[config.mk]
export PLATFORM = sky130hd
export DESIGN_NAME = ifetch_unit
export DESIGN_NICKNAME = d
export VERILOG_FILES = /design/src/rtl/cpu31_pkg.sv /design/src/rtl/ifetch_unit_fetch_fifo.sv /design/src/rtl/ifetch_unit.sv
export SDC_FILE = /design/constraint.sdc
export NUM_CORES = 1
export LEC_CHECK = 0
export ABC_AREA = 1
export CAP_MARGIN = 25
export CORE_MARGIN = 5
export CORE_UTILIZATION = 40
export CTS_CLUSTER_SIZE = 12
export DETAILED_ROUTE_END_ITERATION = 8
export GPL_TIMING_DRIVEN = 0
export PLACE_DENSITY = 0.63
export SKIP_LAST_GASP = 1
export SYNTH_ARGS = -nofsm -noshare
export SYNTH_HDL_FRONTEND = slang
export SYNTH_SLANG_ARGS = --single-unit
[constraint.sdc]
create_clock -name clk -period 10 [get_ports clk]
set_input_delay 1.5 -clock clk [delete_from_list [all_inputs] [get_ports clk]]
set_output_delay 1.5 -clock clk [all_outputs]
set_load 0.005 [all_outputs]
[src/rtl/cpu31_pkg.sv]
// Shared CPU31 fetch definitions: text-segment base, IMEM geometry, fetch state
// and the {pc, instr} entry carried through the fetch buffer.
package cpu31_pkg;

   localparam logic [31:0] TEXT_BASE = 32'h0040_0000;
   localparam int          ADDR_W    = 11;
   localparam int          INSTR_W   = 32;
   localparam logic [INSTR_W-1:0] NOP_INSTR = 32'h0000_0000;

   typedef enum logic {
      S_RUN,
      S_FAULT
   } fetch_state_e;

   typedef struct packed {
      logic [31:0]        pc;
      logic [INSTR_W-1:0] instr;
   } fetch_entry_t;

   // A PC is fetchable when word aligned and inside the 2^ADDR_W-word text window.
   function automatic logic pc_is_good(input logic [31:0] pc);
      logic [31:0] off;
      off = pc - TEXT_BASE;
      return (off[1:0] == 2'b00) && (off[31:ADDR_W+2] == '0);
   endfunction

endpackage

[src/rtl/ifetch_unit_fetch_fifo.sv]
// fetch_fifo: 2-entry {pc, instr} queue with push/pop/flush; push and pop may
// coincide at any occupancy, including full.
module fetch_fifo
   import cpu31_pkg::*;
(
   input  logic         clk,
   input  logic         rst,
   input  logic         push_i,
   input  logic         pop_i,
   input  logic         flush_i,
   input  fetch_entry_t din_i,
   output fetch_entry_t head_o,
   output logic         full_o,
   output logic         empty_o
);

   logic [1:0]   count_q;
   logic         wr_ptr_q;
   logic         rd_ptr_q;
   fetch_entry_t mem_q [2];

   always_ff @(posedge clk or posedge rst) begin
      if (rst) begin
         count_q  <= '0;
         wr_ptr_q <= 1'b0;
         rd_ptr_q <= 1'b0;
         // NOTE: storage is reset only because the head drives out_pc/out_instr, which must read 0 in reset.
         for (int i = 0; i < 2; i++) begin
            mem_q[i] <= '{pc: '0, instr: NOP_INSTR};
         end
      end else if (flush_i) begin
         count_q  <= '0;
         wr_ptr_q <= 1'b0;
         rd_ptr_q <= 1'b0;
      end else begin
         // NOTE: non-blocking everywhere here so push and pop both see the pre-edge pointers.
         if (push_i) begin
            mem_q[wr_ptr_q] <= din_i;
            wr_ptr_q        <= ~wr_ptr_q;
         end
         if (pop_i) begin
            rd_ptr_q <= ~rd_ptr_q;
         end
         count_q <= count_q + 2'(push_i) - 2'(pop_i);
      end
   end

   assign head_o  = mem_q[rd_ptr_q];
   assign full_o  = (count_q == 2'd2);
   assign empty_o = (count_q == 2'd0);

endmodule

[src/rtl/ifetch_unit.sv]
// ifetch_unit: CPU31 fetch front end -- PC, RUN/FAULT FSM, range check, 2-entry buffer.
// Optional fetch/redirect statistics counters are built when IFETCH_STATS_EN is defined.
module ifetch_unit
   import cpu31_pkg::*;
(
   input  logic               clk,
   input  logic               rst,
   output logic [ADDR_W-1:0]  imem_addr,
   input  logic [INSTR_W-1:0] imem_instr,
   output logic               out_valid,
   input  logic               out_ready,
   output logic [INSTR_W-1:0] out_instr,
   output logic [31:0]        out_pc,
   input  logic               redirect,
   input  logic [31:0]        redirect_pc,
   output logic               fault
`ifdef IFETCH_STATS_EN
   ,
   output logic [31:0]        fetch_cnt,
   output logic [15:0]        redirect_cnt
`endif
);

   fetch_state_e state_q;
   logic [31:0]  pc_q;
   logic [31:0]  pc_d;
   logic         fault_q;
   logic         push;
   logic         pop;
   logic         full;
   logic         empty;
   fetch_entry_t head;

   assign pc_d = pc_q + 32'd4;
   assign pop  = !empty && out_ready;
   // A full buffer still accepts a new word when its head leaves in the same cycle.
   assign push = (state_q == S_RUN) && !redirect && (!full || pop);

   always_ff @(posedge clk or posedge rst) begin
      if (rst) begin
         state_q <= S_RUN;
         pc_q    <= TEXT_BASE;
         fault_q <= 1'b0;
      end else if (redirect) begin
         pc_q <= redirect_pc;
         if (pc_is_good(redirect_pc)) begin
            state_q <= S_RUN;
            fault_q <= 1'b0;
         end else begin
            state_q <= S_FAULT;
            fault_q <= 1'b1;
         end
      end else if (push) begin
         pc_q <= pc_d;
         if (!pc_is_good(pc_d)) begin
            state_q <= S_FAULT;
            fault_q <= 1'b1;
         end
      end
   end

   fetch_fifo u_fifo (
      .clk     (clk),
      .rst     (rst),
      .push_i  (push),
      .pop_i   (pop),
      .flush_i (redirect),
      .din_i   ('{pc: pc_q, instr: imem_instr}),
      .head_o  (head),
      .full_o  (full),
      .empty_o (empty)
   );

   assign imem_addr = ADDR_W'((pc_q - TEXT_BASE) >> 2);
   assign out_valid = !empty;
   assign out_instr = head.instr;
   assign out_pc    = head.pc;
   assign fault     = fault_q;

`ifdef IFETCH_STATS_EN
   logic [31:0] fetch_cnt_q;
   logic [15:0] redirect_cnt_q;

   always_ff @(posedge clk or posedge rst) begin
      if (rst) begin
         fetch_cnt_q    <= '0;
         redirect_cnt_q <= '0;
      end else begin
         if (push) begin
            fetch_cnt_q <= fetch_cnt_q + 32'd1;
         end
         if (redirect && (redirect_cnt_q != 16'hFFFF)) begin
            redirect_cnt_q <= redirect_cnt_q + 16'd1;
         end
      end
   end

   assign fetch_cnt    = fetch_cnt_q;
   assign redirect_cnt = redirect_cnt_q;
`endif

endmodule

==> impl_metrics.toml <==
[power]
finalPower_mw = 1.679
p_leak_nw = 5.003
ir_worst_vdd_uv = 100.7
p_per_area_mw_per_mm2 = 158.7

[cells_and_area]
final_core_util_pct = 52.29
design_area_sq_mm = 0.01058
final_nets = 1306
fin_cells = 1516
syn2layout_area_growth_pct = 29.00
layout-drive-gt1-share_pct = 8.026
antenna_cells = 0

[route]
final_antenna_net_count = 0
vias = 7494
totalWireLength_um = 23790
drtIter0Drc = 507
dr.pass1.iters = 5
viasPerCell = 4.943
wl_per_cell_um = 15.69
post-route-drc-count = 0

[logic_synthesis]
synth.most_common_cell = "nand2_1"
ys_seq_elements = 165
synth_top_cell_area_share_pct = 50.04
synthAdderAreaFrac_pct = 0.7628
synthSimpleGateAreaFrac_pct = 27.51
ys.flop_type = "dfrtp_1"
netlist_area_sq_mm = 0.008202
async_reset_ff_share_pct = 100.0
synth_top_family_by_area = "simple AND/OR/NAND/NOR gates"
synthXorXnorAreaFrac_pct = 0.8543
seq_area_frac_synth_pct = 50.36
synth_edf_count = 0
syn_area_per_cell_sq_um = 7.672
synth_compound_area_share_pct = 12.20
synth_common_cells = "nand2_1, dfrtp_1, o21ai_0"
yosys-top-cells-area = "dfrtp_1, nand2_1, o21ai_0, inv_1, o221ai_1"
yosys.area.top_type = "dfrtp_1"
yosysWarnings = 0
ys_types = 36
synth_nets = 1142
postSynthCellCount = 1069
synth_mux_area_share_pct = 0

[clock_network]
clock-sinks = 165
cts_root_buffer = "clkbuf_16"
cts_setup_buffers = 0
path_clk_slew_ns = 0.07
cts_buffers = 17
clk-insertion-delay-late_ns = 0.43
cts_buffer_depth = 2
cts_tree = "yes"
postCtsHoldBufs = 0
htreeDepth = 4
cts_resized = 0

[timing]
rsz0062_at_grt = "false"
slew_viol_final = 0
worst_slew_pin_slew_ns = 0.6347
final-hold-violation-count = 0
worst_hold_slack_ns = 0.4824
setup_viol = 0
max_slew_margin_pct = 57.69
setup_ws_ns = 5.917
tns_ns = 0
fmax_ghz = 0.2449
fin_crit_sh_pct = 40.83
finClkSkew_ns = 0.01024
min_period_ns = 4.083

[worst_setup_path]
worstSetupStartpointType = "flop"
cpPeakStageDelay_ns = 0.52
crit_type = "reg2out"
required_ns = 8.50
crit_path_max_fanout = 10
path_cells = "inv_1 -> clkbuf_1 -> clkbuf_1 -> nand2_1 -> nand2_1 -> clkdlybuf4s50_1"
critPathArrivalTime_ns = 2.58
cp_slowest_cell = "clkdlybuf4s50_1"
end_kind = "output pin"

[die]
coreArea_sq_mm = 0.02023
rows = 52
die_w_um = 153.2
initial_core_util_pct = 40.53
fp.dieH_um = 153.2
ios = 145
fp.dieArea_sq_mm = 0.02347

[global_routing]
antenna_found_initial = 0
grt_pass1_wl_um = 38320
overflow = 0
grt_pass1_vias = 7322
grt_usage_pct = 20.28
grt_max_degree = 126

[place]
dp_cells = 1484
hpwl_um = 17640
place_ws_ns = 6.368
gp_congestion = 0.9133
dpl_cell_area_sq_mm = 0.01002
port_buffers = 144

[outcome]
status = "completed"

[worst_hold_path]
hp-class = "reg2reg"

[run]
drv_cap = 0
[cell type report]
| type | instances | area, sq um |
|---|---|---|
| fillers | 2015 | 9654 |
| flip-flops and latches | 165 | 4130 |
| multi-input cells | 753 | 3390 |
| repair buffers | 145 | 1469 |
| clock buffers | 17 | 425.4 |
| inverters | 91 | 351.6 |
| plain buffers | 60 | 337.8 |
| well taps | 270 | 337.8 |
| clock inverters | 15 | 138.9 |
[power breakdown]
part	total (mW)	internal (mW)	switching [mW]
Clock	0.626	0.329	0.298
Sequential	0.745	0.713	0.0319
Combinational	0.308	0.141	0.167
[routing by layer]
layer  track usage [%]  up-vias  share of wire [%]
met5                 0        -                  0
met4             5.303        0                1.5
met3             4.213       26                5.3
met2             32.73      203                 46
met1             28.02     3534                 47
li1                  -     3731                  -
[kinds of logic after synthesis]
family | count (synthesis)
flip-flops | 165
XOR/XNOR | 8
buffers and inverters | 151
AO/OA/AOI/OAI | 178
adder cells (fa/ha/maj) | 5
AND/OR/NAND/NOR | 562
[state kept, by name, indices dropped and copies added (netlist names)]
signal	flops
pc_q	32
u_fifo.wr_ptr_q	1
u_fifo.count_q	2
u_fifo.rd_ptr_q	1
u_fifo.mem_q	128
fault	1
[final timing paths]
check,start,end,slack (ns),depth (start not counted)
worst max-delay path,u_fifo.rd_ptr_q,out_pc[18],5.92,6
worst min-delay path,u_fifo.mem_q[84],u_fifo.mem_q[84],0.48,2
worst max register to register,pc_q[12],fault,7.13,16
worst min register to register,u_fifo.mem_q[84],u_fifo.mem_q[84],0.48,2
max in group asynchronous,rst,fault,7.63,3
min in group asynchronous,rst,u_fifo.mem_q[77],1.46,2
[cells in the final DEF (no fill, tap or decap), types with 2 or more instances in the layout]
cell type	instances
nand3_1	27
o221ai_1	22
clkdlybuf4s50_1	144
nand2_1	450
buf_2	18
nand4_1	7
o211ai_1	7
o22ai_1	2
inv_6	5
clkinv_4	2
clkbuf_16	17
buf_1	2
inv_2	3
o21ai_1	2
clkbuf_1	16
buf_4	24
nor4_1	3
nor2_2	7
a21oi_1	4
o21ai_0	139
inv_1	85
nor2_4	4
dfrtp_1	164
inv_8	4
clkinvlp_4	3
ha_1	5
nor2_1	48
xor2_1	7
nor3_1	4
nand2_2	6
[critical path: cells and delay by family, from the launching register on]
| family | cells | cell delay [ns] |
|---|---|---|
| buf+inv | 4 | 1.53 |
| flops | 1 | 0.37 |
| simple gates | 2 | 0.25 |
(Power assumes the default switching activity.)
